## src/rtl/fp_stream_accumulator.sv

```systemverilog
// Valid/ready front end that folds a stream of binary32 elements through an external combinational FPAdder.
// Optional sticky NaN/Inf classification of the running sum is enabled by defining FPACC_CLASSIFY_EN.
module fp_stream_accumulator #(
  parameter int XLEN    = 32,
  parameter int COUNT_W = 8
) (
  input  logic               clk,
  input  logic               rst_n,
  input  logic [XLEN-1:0]    in_data,
  input  logic               in_valid,
  input  logic               in_last,
  output logic               in_ready,
  output logic [XLEN-1:0]    add_a,
  output logic [XLEN-1:0]    add_b,
  input  logic [XLEN-1:0]    add_result,
  output logic [XLEN-1:0]    sum_data,
  output logic [COUNT_W-1:0] sum_count,
  output logic               sum_valid,
  input  logic               sum_ready,
  output logic               sum_nan,
  output logic               sum_inf
);

  typedef enum logic [1:0] {
    IDLE,
    ACCUM,
    DONE
  } state_t;

  localparam logic [COUNT_W-1:0] COUNT_MAX = '1;

  state_t            state;
  state_t            state_next;
  logic [XLEN-1:0]   acc;
  logic [COUNT_W-1:0] count;
  logic              accept;
  logic [XLEN-1:0]   acc_next;

  assign in_ready  = (state != DONE);
  assign accept    = in_valid & in_ready;
  assign add_a     = acc;
  assign add_b     = in_data;
  assign sum_valid = (state == DONE);
  assign sum_data  = acc;
  assign sum_count = count;

  // The first element of a vector skips the adder so -0.0 and lone values stay bit-exact.
  assign acc_next = (state == IDLE) ? in_data : add_result;

  always_ff @(posedge clk or negedge rst_n) begin
    if (!rst_n) begin
      state <= IDLE;
    end else begin
      state <= state_next;
    end
  end

  always_comb begin
    state_next = state;
    case (state)
      IDLE, ACCUM: begin
        if (accept) begin
          state_next = in_last ? DONE : ACCUM;
        end
      end
      DONE: begin
        if (sum_ready) begin
          state_next = IDLE;
        end
      end
      default: state_next = IDLE;
    endcase
  end

  always_ff @(posedge clk or negedge rst_n) begin
    if (!rst_n) begin
      acc   <= '0;
      count <= '0;
    end else if (accept) begin
      acc <= acc_next;
      if (state == IDLE) begin
        count <= COUNT_W'(1);
      end else if (count != COUNT_MAX) begin
        count <= count + COUNT_W'(1);
      end
    end
  end

`ifdef FPACC_CLASSIFY_EN
  logic nan_q;
  logic inf_q;
  logic val_nan;
  logic val_inf;

  assign val_nan = (acc_next[30:23] == 8'hFF) && (acc_next[22:0] != 23'd0);
  assign val_inf = (acc_next[30:23] == 8'hFF) && (acc_next[22:0] == 23'd0);

  // Flags restart with the first element, so clearing on IDLE entry and the fresh load agree.
  always_ff @(posedge clk or negedge rst_n) begin
    if (!rst_n) begin
      nan_q <= 1'b0;
      inf_q <= 1'b0;
    end else if (state == DONE && sum_ready) begin
      nan_q <= 1'b0;
      inf_q <= 1'b0;
    end else if (accept) begin
      if (state == IDLE) begin
        nan_q <= val_nan;
        inf_q <= val_inf;
      end else begin
        nan_q <= nan_q | val_nan;
        inf_q <= inf_q | val_inf;
      end
    end
  end

  assign sum_nan = nan_q;
  assign sum_inf = inf_q;
`else
  assign sum_nan = 1'b0;
  assign sum_inf = 1'b0;
`endif

endmodule

```

## config.mk

```make
export PLATFORM = sky130hd
export DESIGN_NAME = fp_stream_accumulator
export DESIGN_NICKNAME = d
export VERILOG_FILES = /design/src/rtl/fp_stream_accumulator.sv
export SDC_FILE = /design/constraint.sdc
export NUM_CORES = 1
export LEC_CHECK = 0
export ABC_CLOCK_PERIOD_IN_PS = 3950
export BUFFER_PORTS_ARGS = -buffer_cell sky130_fd_sc_hd__buf_2
export CAP_MARGIN = 25
export CORE_MARGIN = 3
export CORE_UTILIZATION = 26
export DETAILED_ROUTE_END_ITERATION = 8
export SYNTH_ARGS = -nofsm -noshare
export SYNTH_HDL_FRONTEND = slang
export SYNTH_SLANG_ARGS = --single-unit
```

## constraint.sdc

```tcl
create_clock -name clk -period 3.95 [get_ports clk]
set_input_delay 0 -clock clk [delete_from_list [all_inputs] [get_ports clk]]
set_output_delay 0 -clock clk [all_outputs]
set_load 0.01 [all_outputs]
```

==> summary.md, run 1 <==
The total clock buffers created by CTS was 5. The critical path is of the flop to flop type. The tools report the wire length of the first global-routing pass as 9.58 mm. The worst hold path stage count is 3, and the number of antenna-violating nets in the routed design is 0. The startpoint identified for the worst hold timing path is add_result[25]. The time the worst path needs with I/O delays and setup was 1.94 ns; the setup total negative slack was 0 ns. In this run the worst setup path begins at state[1]$_DFFE_PN0P_. The routed wire length was 6.27 mm; the final clock period utilization by the worst path was 49.1%.

The top cell type by area accounts for 40.0% of the synthesized area. Detailed routing inserted a total of 2223 vias. The ratio of cells with drive above 1 in the final layout works out to 48.3%. Setup repair after global routing left no endpoint under its margin.

For the I/O pin count, the log shows 177. Ranked by total cell area, the synthesized netlist is headed by sky130_fd_sc_hd__dfrtp_1 (40%), sky130_fd_sc_hd__buf_4 (19%), sky130_fd_sc_hd__mux2i_1 (13%). The number of warnings issued by yosys is 0. The number of buffers added for setup after CTS was 0; the leakage power total was 1.75 nW.

The run gives 0 as the count of cells resized by post-cts repair. Counting distinct cell types in the post-synthesis netlist gives 31. For the post-layout net count, the log shows 461. Clock tree synthesis selected as its root buffer the cell sky130_fd_sc_hd__clkbuf_8.

The number of endpoints failing setup at the final stage is 0, and the sequential share of the synthesized area is 40.0%. Global routing finished with a remaining overflow of 0. The congestion estimate from routability-driven global placement came to 0.766.

The worst reg-to-reg path cell count came out at 4. For the largest net degree at the start of global routing, the log shows 65. Of all cell types, the one taking the most synthesized area is sky130_fd_sc_hd__dfrtp_1.

The tools report the number of global-route vias before repair as 1996. The run gives 0 as the number of violations of the max-capacitance limit. For the total net switching power, the log shows 0.000534 W.

The post-detailed-route wirelength per cell is 12.0 µm, and the number of antenna violations at the first check in global routing is 0. The run finished with clean final reports. TritonCTS built the clock tree. The internal portion of the total power is 0.000977 W. The number of buffers inserted for hold repair after clock tree synthesis came out at 14.

The tools report the worst hold endpoint as add_a[25]$_DFFE_PN0P_. The worst register-to-register path has a setup slack of 2.01 ns. The number of hold-slack violations in the final timing report was 0; the switching power as a share of total power was 35.3%. The number of pins exceeding their max-slew limit in the final report was 0; the critical-path maximum fanout was 18.

Clock-pin slew was measured on the worst setup and hold paths at 0.08 ns. The first TritonRoute pass finished after 4 iterations. For the worst setup path, the data arrival time is 2.11 ns. In the routed layout, each cell is associated on average with a via count of 4.24.

Measured along the y axis, the die boundary spans 106 µm. The tools report the number of H-tree levels as 2. The startpoint identified for the worst register-to-register timing path is state[1]$_DFFE_PN0P_.

The tools report the violation count after the first detailed-routing iteration as 43. In the layout the commonest cells are sky130_fd_sc_hd__buf_2 (174), sky130_fd_sc_hd__dfrtp_1 (42), sky130_fd_sc_hd__mux2i_1 (34), sky130_fd_sc_hd__nor2_1 (34), sky130_fd_sc_hd__a21oi_1 (32). The critical path startpoint category is a flop. The die is 106 µm wide.

After detailed routing, the number of remaining DRC violations is 0. Once the floorplan was initialized, standard cells occupied 26.9% of the core. Clock latency on the worst-skew pair, taken at its later pin, is 0.29 ns. The run gives 23.0% as the share of total power in the clock network. The most frequent standard cell in the layout excluding fill and tap cells was sky130_fd_sc_hd__buf_2. Required time reported for the critical path endpoint: 4.12 ns. The relative slew slack was 59.0%; the number of storage elements in the synthesis netlist was 42. The area of the die is 11300 µm². The count of filler cells inserted in the layout was 1027. The clock arrives with 0.00489 ns of skew. Power spread over the standard cell area amounts to 452 nW/µm². OpenSTA, run right after detailed placement, puts the worst setup slack at 1.92 ns.

Relative to the synthesized area, the layout overhead comes to 27.4%. The floorplan step defined a core boundary enclosing 9770 µm². For the number of buffers on the longest clock path, the log shows 2.

After legalization and detailed placement, the total HPWL measured 4.64 mm. The final critical-path setup slack was 2.01 ns; the count of clock tree sinks was 42. The number of cell rows was 36.

Buffers placed on the I/O ports in this run total 174. The number of antenna diodes in the final layout is 0. The worst-case IR drop observed on VDD is 0.000154 V.

The total routing usage reported by global routing is 10.3%. Per report_power, the combinational group accounts for 36.7% of the total. The tightest min-delay check is of the input pin to flop type. The instance count of the mapped netlist was 272; the share of power burned in registers was 40.3%. For the pin with the worst max-slew slack, the measured transition is 0.613 ns. The total standard cell area after synthesis was 2630 µm²; the maximum achievable frequency was 516 MHz.

The endpoint identified for the worst register-to-register timing path is add_a[21]$_DFFE_PN0P_. The tools report the type of element capturing the critical path as a flop. Dividing the synthesized area by the synthesized cell count gives 9.65 µm². Smallest hold slack: 0.00506 ns.
==> layout make-up <==
cell class	instances	area [µm²]	area share, %
Multi-Input combinational cell	149	940	28.1
Inverter	2	7.51	0.225
Timing Repair Buffer	191	1070	31.9
Tap cell	133	166	4.98
Clock buffer	6	82.6	2.47
Sequential cell	42	1050	31.4
Clock inverter	1	30.0	0.898
==> kinds of logic (layout without fill, tap and decap cells) <==
logic type | Yosys count | after routing | share of synthesized area (%)
flip-flops | 42 | 42 | 40.0
other | 1 | 2 | 0.143
AO/OA/AOI/OAI | 54 | 54 | 11.8
multiplexers | 34 | 34 | 13.0
AND/OR/NAND/NOR | 58 | 58 | 10.2
buffers and inverters | 82 | 200 | 24.4
adder cells (fa/ha/maj) | 1 | 1 | 0.477
==> critical path, cell delays in order, from the launching register on <==
cell                      delay, ns
sky130_fd_sc_hd__dfrtp_1       0.50
sky130_fd_sc_hd__nor2_4        0.55
sky130_fd_sc_hd__buf_4         0.42
sky130_fd_sc_hd__mux2i_1       0.24
sky130_fd_sc_hd__a21oi_1       0.08
==> how the worst max path moves through the flow <==
stage	to	slack, ns
after floorplan	sum_count[3]$_DFFE_PN0P_	2.50
after global placement	add_a[21]$_DFFE_PN0P_	1.98
after detailed placement	add_a[23]$_DFFE_PN0P_	1.92
after CTS	add_a[23]$_DFFE_PN0P_	1.91
after global routing	add_a[21]$_DFFE_PN0P_	1.87
final	add_a[21]$_DFFE_PN0P_	2.01
==> per-layer routing <==
layer / up-vias / routed length (µm) / global-route usage, % / share of wire [%]
met5: - / 0 / 0 / 0
met4: 0 / 34 / 2.19 / 0.54
met3: 6 / 542 / 2.43 / 8.6
met2: 103 / 3230 / 19.3 / 51
met1: 1026 / 2470 / 12.0 / 39
li1: 1088 / - / - / -
==> cell usage after synthesis <==
cell / n
sky130_fd_sc_hd__nor2b_1: 1
sky130_fd_sc_hd__nand2b_4: 1
sky130_fd_sc_hd__nor4b_1: 1
sky130_fd_sc_hd__buf_6: 10
sky130_fd_sc_hd__buf_4: 68
sky130_fd_sc_hd__mux2i_1: 34
sky130_fd_sc_hd__buf_2: 1
sky130_fd_sc_hd__o31ai_1: 2
sky130_fd_sc_hd__or2_1: 1
sky130_fd_sc_hd__o22ai_1: 1
sky130_fd_sc_hd__nand4_2: 1
sky130_fd_sc_hd__clkbuf_1: 1
sky130_fd_sc_hd__nand3_1: 4
sky130_fd_sc_hd__o211ai_1: 1
sky130_fd_sc_hd__conb_1: 1
sky130_fd_sc_hd__nor2_1: 34
sky130_fd_sc_hd__o21ai_0: 11
sky130_fd_sc_hd__and2_1: 1
sky130_fd_sc_hd__nand4_1: 1
sky130_fd_sc_hd__o211ai_4: 1
sky130_fd_sc_hd__o21a_1: 2
sky130_fd_sc_hd__dfrtp_1: 42
sky130_fd_sc_hd__nand2_1: 10
sky130_fd_sc_hd__nor2_4: 1
sky130_fd_sc_hd__a31oi_1: 2
sky130_fd_sc_hd__a21oi_1: 32
sky130_fd_sc_hd__inv_1: 2
sky130_fd_sc_hd__ha_1: 1
sky130_fd_sc_hd__a22o_1: 1
sky130_fd_sc_hd__a21o_1: 1
sky130_fd_sc_hd__and3_1: 2
==> sequential cells by signal, summed over array words and instances, names as in the netlist <==
name / cells
state: 2
sum_count: 8
add_a: 32
==> through the flow <==
step / total power (W) / util [%] / area [µm²] / cells
floorplan: 0.00104 / - / 2630 / 273
global placement: 0.00116 / 31.1 / 3040 / 501
detailed placement: 0.00116 / 31.1 / 3040 / 501
CTS: 0.00154 / 33.7 / 3300 / 522
global route: 0.00162 / 34.2 / 3340 / 524
finish: 0.00151 / 34.2 / 3340 / 524
==> power by group through the flow <==
stage                     Sequential, W  Combinational (W)  Clock (W)
after floorplan                0.000636           0.000404          0
after global placement         0.000614           0.000544          0
after detailed placement       0.000620           0.000543          0
after CTS                      0.000612           0.000556   0.000372
after global routing           0.000627           0.000607   0.000387
final                          0.000609           0.000554   0.000347
No activity file was read; power rests on OpenSTA's default activity.
==> run 2: changes to the inputs <==
- ABC_CLOCK_PERIOD_IN_PS: 3950 -> 1790
- clock period: 3.95 -> 1.79 ns (I/O delays scaled with it)
==> run 2 against run 1 <==
  * Register-to-register slack got worse by 1.8 ns
  * Combinational power increased by 130%
  * Power increased by 110%
  * Design area decreased by 1.1%
  * Clock skew decreased by 0.0026 ns
  * Flip-flop and latch count unchanged
  * Critical path type unchanged
  * Clock power increased by 73%
  * Global-route usage increased by 0.41 points
  * Wire length increased by 1.8%
  * Critical path depth decreased by 1
  * Largest cell class unchanged
  * Die area unchanged
==> summary.md, run 2 (synthesis gave the netlist of run 1 again) <==
The run gives 37 as the largest net degree at the start of global routing. The via-per-instance ratio is 4.18, and the maximum achievable frequency is 636 MHz. The kind of critical path is flop to flop. Setup violations remaining at the end of the flow were counted as 0.

Relative to the synthesized area, the layout overhead comes to 25.9%. The finished cells cover 3310 µm². The run gives 5.01 mm as the detailed-placement wirelength estimate. Buffers added to address setup during post-CTS repair amount to 0.

The tools report the clock latency on the worst-skew pair as 0.29 ns. STA puts the critical path data required time at 1.96 ns. The number of global-route vias before repair was 2076; the final worst clock skew was 0.00231 ns. The number of cells in the design after placement was 507. From left edge to right edge, the die measures 106 µm. Relative slew slack: 65.9%. In the finished design, the share of the clock period the worst path needs comes to 87.8%.

The die is 106 µm tall. For this configuration, the core starts out at a cell density of 26.9%. Wire length of the first global-routing pass: 9.96 mm.

Global routing used 10.7% of the available tracks. The final route contains 2188 vias. 177 I/O pins were placed. The violation count after the first detailed-routing iteration is 60, and the number of cell rows is 36. In the layout the commonest cells are sky130_fd_sc_hd__buf_2 (174), sky130_fd_sc_hd__dfrtp_1 (42), sky130_fd_sc_hd__mux2i_1 (34), sky130_fd_sc_hd__nor2_1 (34), sky130_fd_sc_hd__a21oi_1 (32). The floorplan step defined a die boundary enclosing 11300 µm².

The flip-flop count of the largest register, all copies and words added came out at 32. Summed over all layers, the routed wires come to 6.39 mm. The tools report the total clock buffers created by CTS as 5. Leftover overflow at the end of global routing: 0.

Prior to clock tree synthesis, the placed netlist has a worst setup slack of 0.273 ns. The count of clock tree sinks was 42; the number of diodes was 0. The time the worst path needs with I/O delays and setup was 1.57 ns. Power per cell area: 964 nW/µm². The number of pins exceeding their max-slew limit in the final report came out at 0.

Clock root buffer master: sky130_fd_sc_hd__clkbuf_8. The critical path startpoint category is a flop. The library cell used most frequently in the layout, excluding fill and tap cells, is sky130_fd_sc_hd__buf_2. For this run, the post-layout net count is 462. The run finished with clean final reports. The ratio of cells with drive above 1 in the final layout is 49.1%, and the post-detailed-route wirelength per cell is 12.2 µm.

After detailed routing, the number of remaining DRC violations is 0. Routability-driven placement finished with a final weighted congestion of 0.809. The tool flagged a number of max-cap violations equal to 0. The post-layout instance count excluding filler cells came out at 524. The run gives 0 as the number of hold-slack violations in the final timing report. TritonCTS built the clock tree.

Setup repair after global routing left no endpoint under its margin. Data arrival time of the critical path: 1.74 ns. The tools report the number of H-tree levels as 2.

The worst IR drop on VDD was 0.000359 V; the clock transition time at the flip-flop clock pins of the worst setup and hold paths was 0.08 ns. No sink is reached through more buffers than the 2 on the longest clock path. Slew at the pin with the worst max-slew slack: 0.511 ns. Type of element capturing the critical path: a flop. The count of nets left with antenna violations once routing finished came out at 0. In this run the tool buffered the top-level ports with 174 buffer cells. The number of antenna violations at the first check in global routing is 0. Across all setup checks in the final design, the least slack found is 0.218 ns. The tools report the placed instance area as 3110 µm².

The analysis attributes to cell leakage a power of 1.74 nW. The setup total negative slack was 0 ns. The pre-antenna-repair detailed-routing pass consisted of 4 iterations. The path class of the tightest hold or removal check is input pin to flop. Of all nets on the critical path, the largest fanout is 9.

The floorplan step defined a core boundary enclosing 9770 µm².
## run 2: cell count changes in the layout (fill, tap and decap cells not counted)
cell and delta:
sky130_fd_sc_hd__dlygate4sd3_1 -3, sky130_fd_sc_hd__buf_16 -1, sky130_fd_sc_hd__buf_4 +4, sky130_fd_sc_hd__bufinv_16 -1, sky130_fd_sc_hd__buf_12 +1
## run 2: cell type report
cell class	count	area [µm²]
clock buffers	6	82.6
inverters	2	7.51
repair buffers	192	1060
fillers	1032	6470
flip-flops and latches	42	1050
well taps	133	166
multi-input cells	149	940
## run 2: worst paths after layout
check | from | slack (ns) | cells after the start | end
worst max-delay path | state[0]$_DFFE_PN0P_ | 0.22 | 3 | state[1]$_DFFE_PN0P_
worst min-delay path | add_result[23] | 0.01 | 3 | add_a[23]$_DFFE_PN0P_
min in group asynchronous | rst_n | 0.22 | 2 | add_a[30]$_DFFE_PN0P_
max in group asynchronous | rst_n | 0.94 | 3 | add_a[15]$_DFFE_PN0P_
worst min register to register | add_a[22]$_DFFE_PN0P_ | 0.55 | 2 | add_a[22]$_DFFE_PN0P_
worst max register to register | state[0]$_DFFE_PN0P_ | 0.22 | 3 | state[1]$_DFFE_PN0P_
## run 2: routing by layer
layer | track usage [%] | part of all wire [%] | vias to the layer above
li1 | - | - | 1086
met1 | 12.4 | 39 | 989
met2 | 20.0 | 52 | 108
met3 | 2.55 | 8.8 | 5
met4 | 2.47 | 0.56 | 0
met5 | 0 | 0 | -
## run 2: per-stage QoR
stage | hold slack, ns | utilization, % | total power (W)
floorplan | -0.296 | - | 0.00229
global placement | 0.0101 | 31.8 | 0.00259
detailed placement | 0.0169 | 31.8 | 0.00261
CTS | 0.00247 | 33.8 | 0.00327
global route | 0.0176 | 33.8 | 0.00343
finish | 0.0130 | 33.8 | 0.00319
## run 2: power breakdown
group / internal, W / total (W) / switching (W)
Combinational: 0.000580 / 0.00125 / 0.000672
Sequential: 0.00114 / 0.00134 / 0.000192
Clock: 0.000298 / 0.000601 / 0.000303
## run 2: timing repair
action / CTS / global route
hold buffers: 11 / 0
resized for setup: 0 / 0
hold endpoints to repair: 29 / 0
## run 2: critical path, cell delays in order (launching register included)
cell,delay [ns]
sky130_fd_sc_hd__dfrtp_1,0.55
sky130_fd_sc_hd__nand2b_4,0.24
sky130_fd_sc_hd__o22ai_1,0.09
sky130_fd_sc_hd__dlygate4sd3_1,0.58
==> run 3: changes to the inputs <==
- CORE_ASPECT_RATIO: not set -> 1.1
==> run 3 against run 2 <==
  * Fmax is 1.3% lower
  * Critical path depth is the same
  * Die area about the same
  * Non-clock buffer count is 1 higher
  * Worst setup slack worse by 0.020 ns
  * Combinational power barely moved
  * Register-to-register slack worse by 0.02 ns
  * First-iteration DRC count fell by 17%
  * Highest routed layer unchanged
==> summary.md, run 3 (synthesis gave the netlist of run 1 again) <==
At the worst endpoint, the required time is 1.97 ns. Of the cells placed in the final design, the portion with a size suffix greater than 1 is 49.2%. The number of cell rows is 37.

The final worst clock skew is 0.00277 ns. The tree is rooted in a sky130_fd_sc_hd__clkbuf_8. The run gives 2.19% as the global-route track usage on met3.

Along the worst hold path, the cell count comes to 3. The via-per-instance ratio is 4.38. The number of setup buffers added after CTS is 0.

The library cells used most frequently in the layout, excluding fill and tap cells, are sky130_fd_sc_hd__buf_2 (174), sky130_fd_sc_hd__dfrtp_1 (42), sky130_fd_sc_hd__mux2i_1 (34), sky130_fd_sc_hd__nor2_1 (34), sky130_fd_sc_hd__a21oi_1 (32). For this run, design rule violations remaining after detail routing come to 0. The tools report the number of diodes as 0.

The routing usage on met1 came out at 12.8%. The global-route layer with the greatest usage was met2. The floorplan step set the die width to 102 µm.

Summed over all layers, the global routing overflow is 0. Entering global routing, the biggest net connects 57 pins. The routed layout has 2237 vias.

Worst reg-to-reg path cell count: 3. Fill cells in the final layout number 1009. The wire length of the first global-routing pass is 10.1 mm. The global routing met2 resource utilization came out at 20.1%. For the core region area, the log shows 9580 µm². Final clock period utilization by the worst path: 88.9%. The most frequent standard cell in the layout excluding fill and tap cells is sky130_fd_sc_hd__buf_2. Along the worst path, the maximum fanout reaches 9. Across the VDD grid, the largest voltage drop is 0.000593 V.

Gates resized during post-CTS repair numbered 0. The multi-input logic area was 940 µm²; the area growth from synthesis to final layout was 27.0%. The congestion estimate from routability-driven global placement came to 0.767.

The worst setup path is of the flop to flop kind. The detailed router finished its first iteration with 50 violations. The type of element capturing the critical path is a flop. For the setup total negative slack, the log shows 0 ns. TritonCTS built the clock tree. The logs give 4 for the total iterations of the first detailed-routing run and 2 for the number of buffers on the longest clock path. Setup repair after global routing left no endpoint under its margin. The smallest clock period supported by the final layout is computed as 1.59 ns.

The number of antenna violations at the first check in global routing is 0. TritonCTS created 5 clock buffers. The register with the most flip-flops in the layout has 32 of them. In the final design database the tool counted 463 nets. The post-detailed-route wirelength per cell is 12.9 µm, and the final critical-path setup slack is 0.198 ns. The data arrival time of the critical path is 1.77 ns, and the effective utilization at floorplan is 27.4%. The run finished with clean final reports. Number of violations of the max-capacitance limit: 0. The number of antenna-violating nets in the routed design is 0.

The wire-length estimate of the detail-placed layout is 5.07 mm. Number of hold-slack violations in the final timing report: 0. The final layout contains routed wiring with a total length of 6.59 mm.

The number of global-route vias before repair is 2099, and the total routing usage reported by global routing is 10.9%. The die covers 11300 µm². The die outline height was 111 µm.

The clock drives 42 sinks. The tools report the area taken by flip-flops and latches as 1050 µm². In this run the static leakage power is 1.77 nW.

The maximum achievable frequency came out at 628 MHz. In this run the count of I/O pins placed on the die edge is 177. For the number of pins exceeding their max-slew limit in the final report, the log shows 0. The pre-CTS worst setup slack came out at 0.256 ns. After clock tree synthesis, the clock-pin slew on the worst setup and hold paths is 0.08 ns.

Power spread over the standard cell area amounts to 1000 nW/µm². In this run the number of H-tree levels came out at 2. The number of input and output port buffers inserted works out to 174.

STA classifies the critical path startpoint as a flop. The number of endpoints failing setup at the final stage was 0; the clock latency on the worst-skew pair was 0.29 ns. In this run the worst hold path is classified as input pin to flop.
[run 3: worst paths after layout]
check                                         startpoint                  endpoint  slack, ns
worst max-delay path                state[0]$_DFFE_PN0P_      state[1]$_DFFE_PN0P_       0.20
worst min register to register  sum_count[6]$_DFFE_PN0P_  sum_count[6]$_DFFE_PN0P_       0.54
worst max register to register      state[0]$_DFFE_PN0P_      state[1]$_DFFE_PN0P_       0.20
max in group asynchronous                          rst_n  sum_count[5]$_DFFE_PN0P_       1.13
worst min-delay path                       add_result[4]      add_a[4]$_DFFE_PN0P_      0.009
min in group asynchronous                          rst_n     add_a[28]$_DFFE_PN0P_       0.13
[run 3: cell type report]
cell class,instances,area share [%]
timing repair buffer,193,32.4
sequential,42,31.5
multi-input combinational,149,28.2
tap,117,4.39
clock buffer,5,2.06
clock inverter,3,1.20
inverter,2,0.225
[run 3: power breakdown]
part	switching [W]	internal (W)
sequential	0.000191	0.00114
combinational	0.000674	0.000595
clock	0.000337	0.000411
total	0.00120	0.00215
[run 3: critical path: stages, from the launching register on]
cell                            delay (ns)
sky130_fd_sc_hd__dfrtp_1              0.57
sky130_fd_sc_hd__nand2b_4             0.24
sky130_fd_sc_hd__o22ai_1              0.09
sky130_fd_sc_hd__dlygate4sd3_1        0.58
[run 3: metal layers]
metal  part of all wire, %  wire length, µm
met1                    39             2570
met2                    52             3440
met3                   8.0              526
met4                  0.85               56
met5                     0                0
[run 3: metrics by stage]
| stage | std cells | cell area (µm²) | power, W | util [%] | hold slack (ns) |
|---|---|---|---|---|---|
| global route | 511 | 3330 | 0.00360 | 34.8 | 0.00305 |
| CTS | 511 | 3330 | 0.00342 | 34.8 | 0.000161 |
| detailed placement | 491 | 3110 | 0.00263 | 32.4 | -0.0930 |
| finish | 511 | 3330 | 0.00335 | 34.8 | 0.00857 |
| global placement | 491 | 3110 | 0.00260 | 32.4 | -0.0932 |
| floorplan | 273 | 2630 | 0.00229 | - | -0.296 |
[run 3: timing repair]
action                                 CTS  global route
setup endpoints to repair                0             0
endpoints found under the hold margin   52             0
hold buffers                            12             0
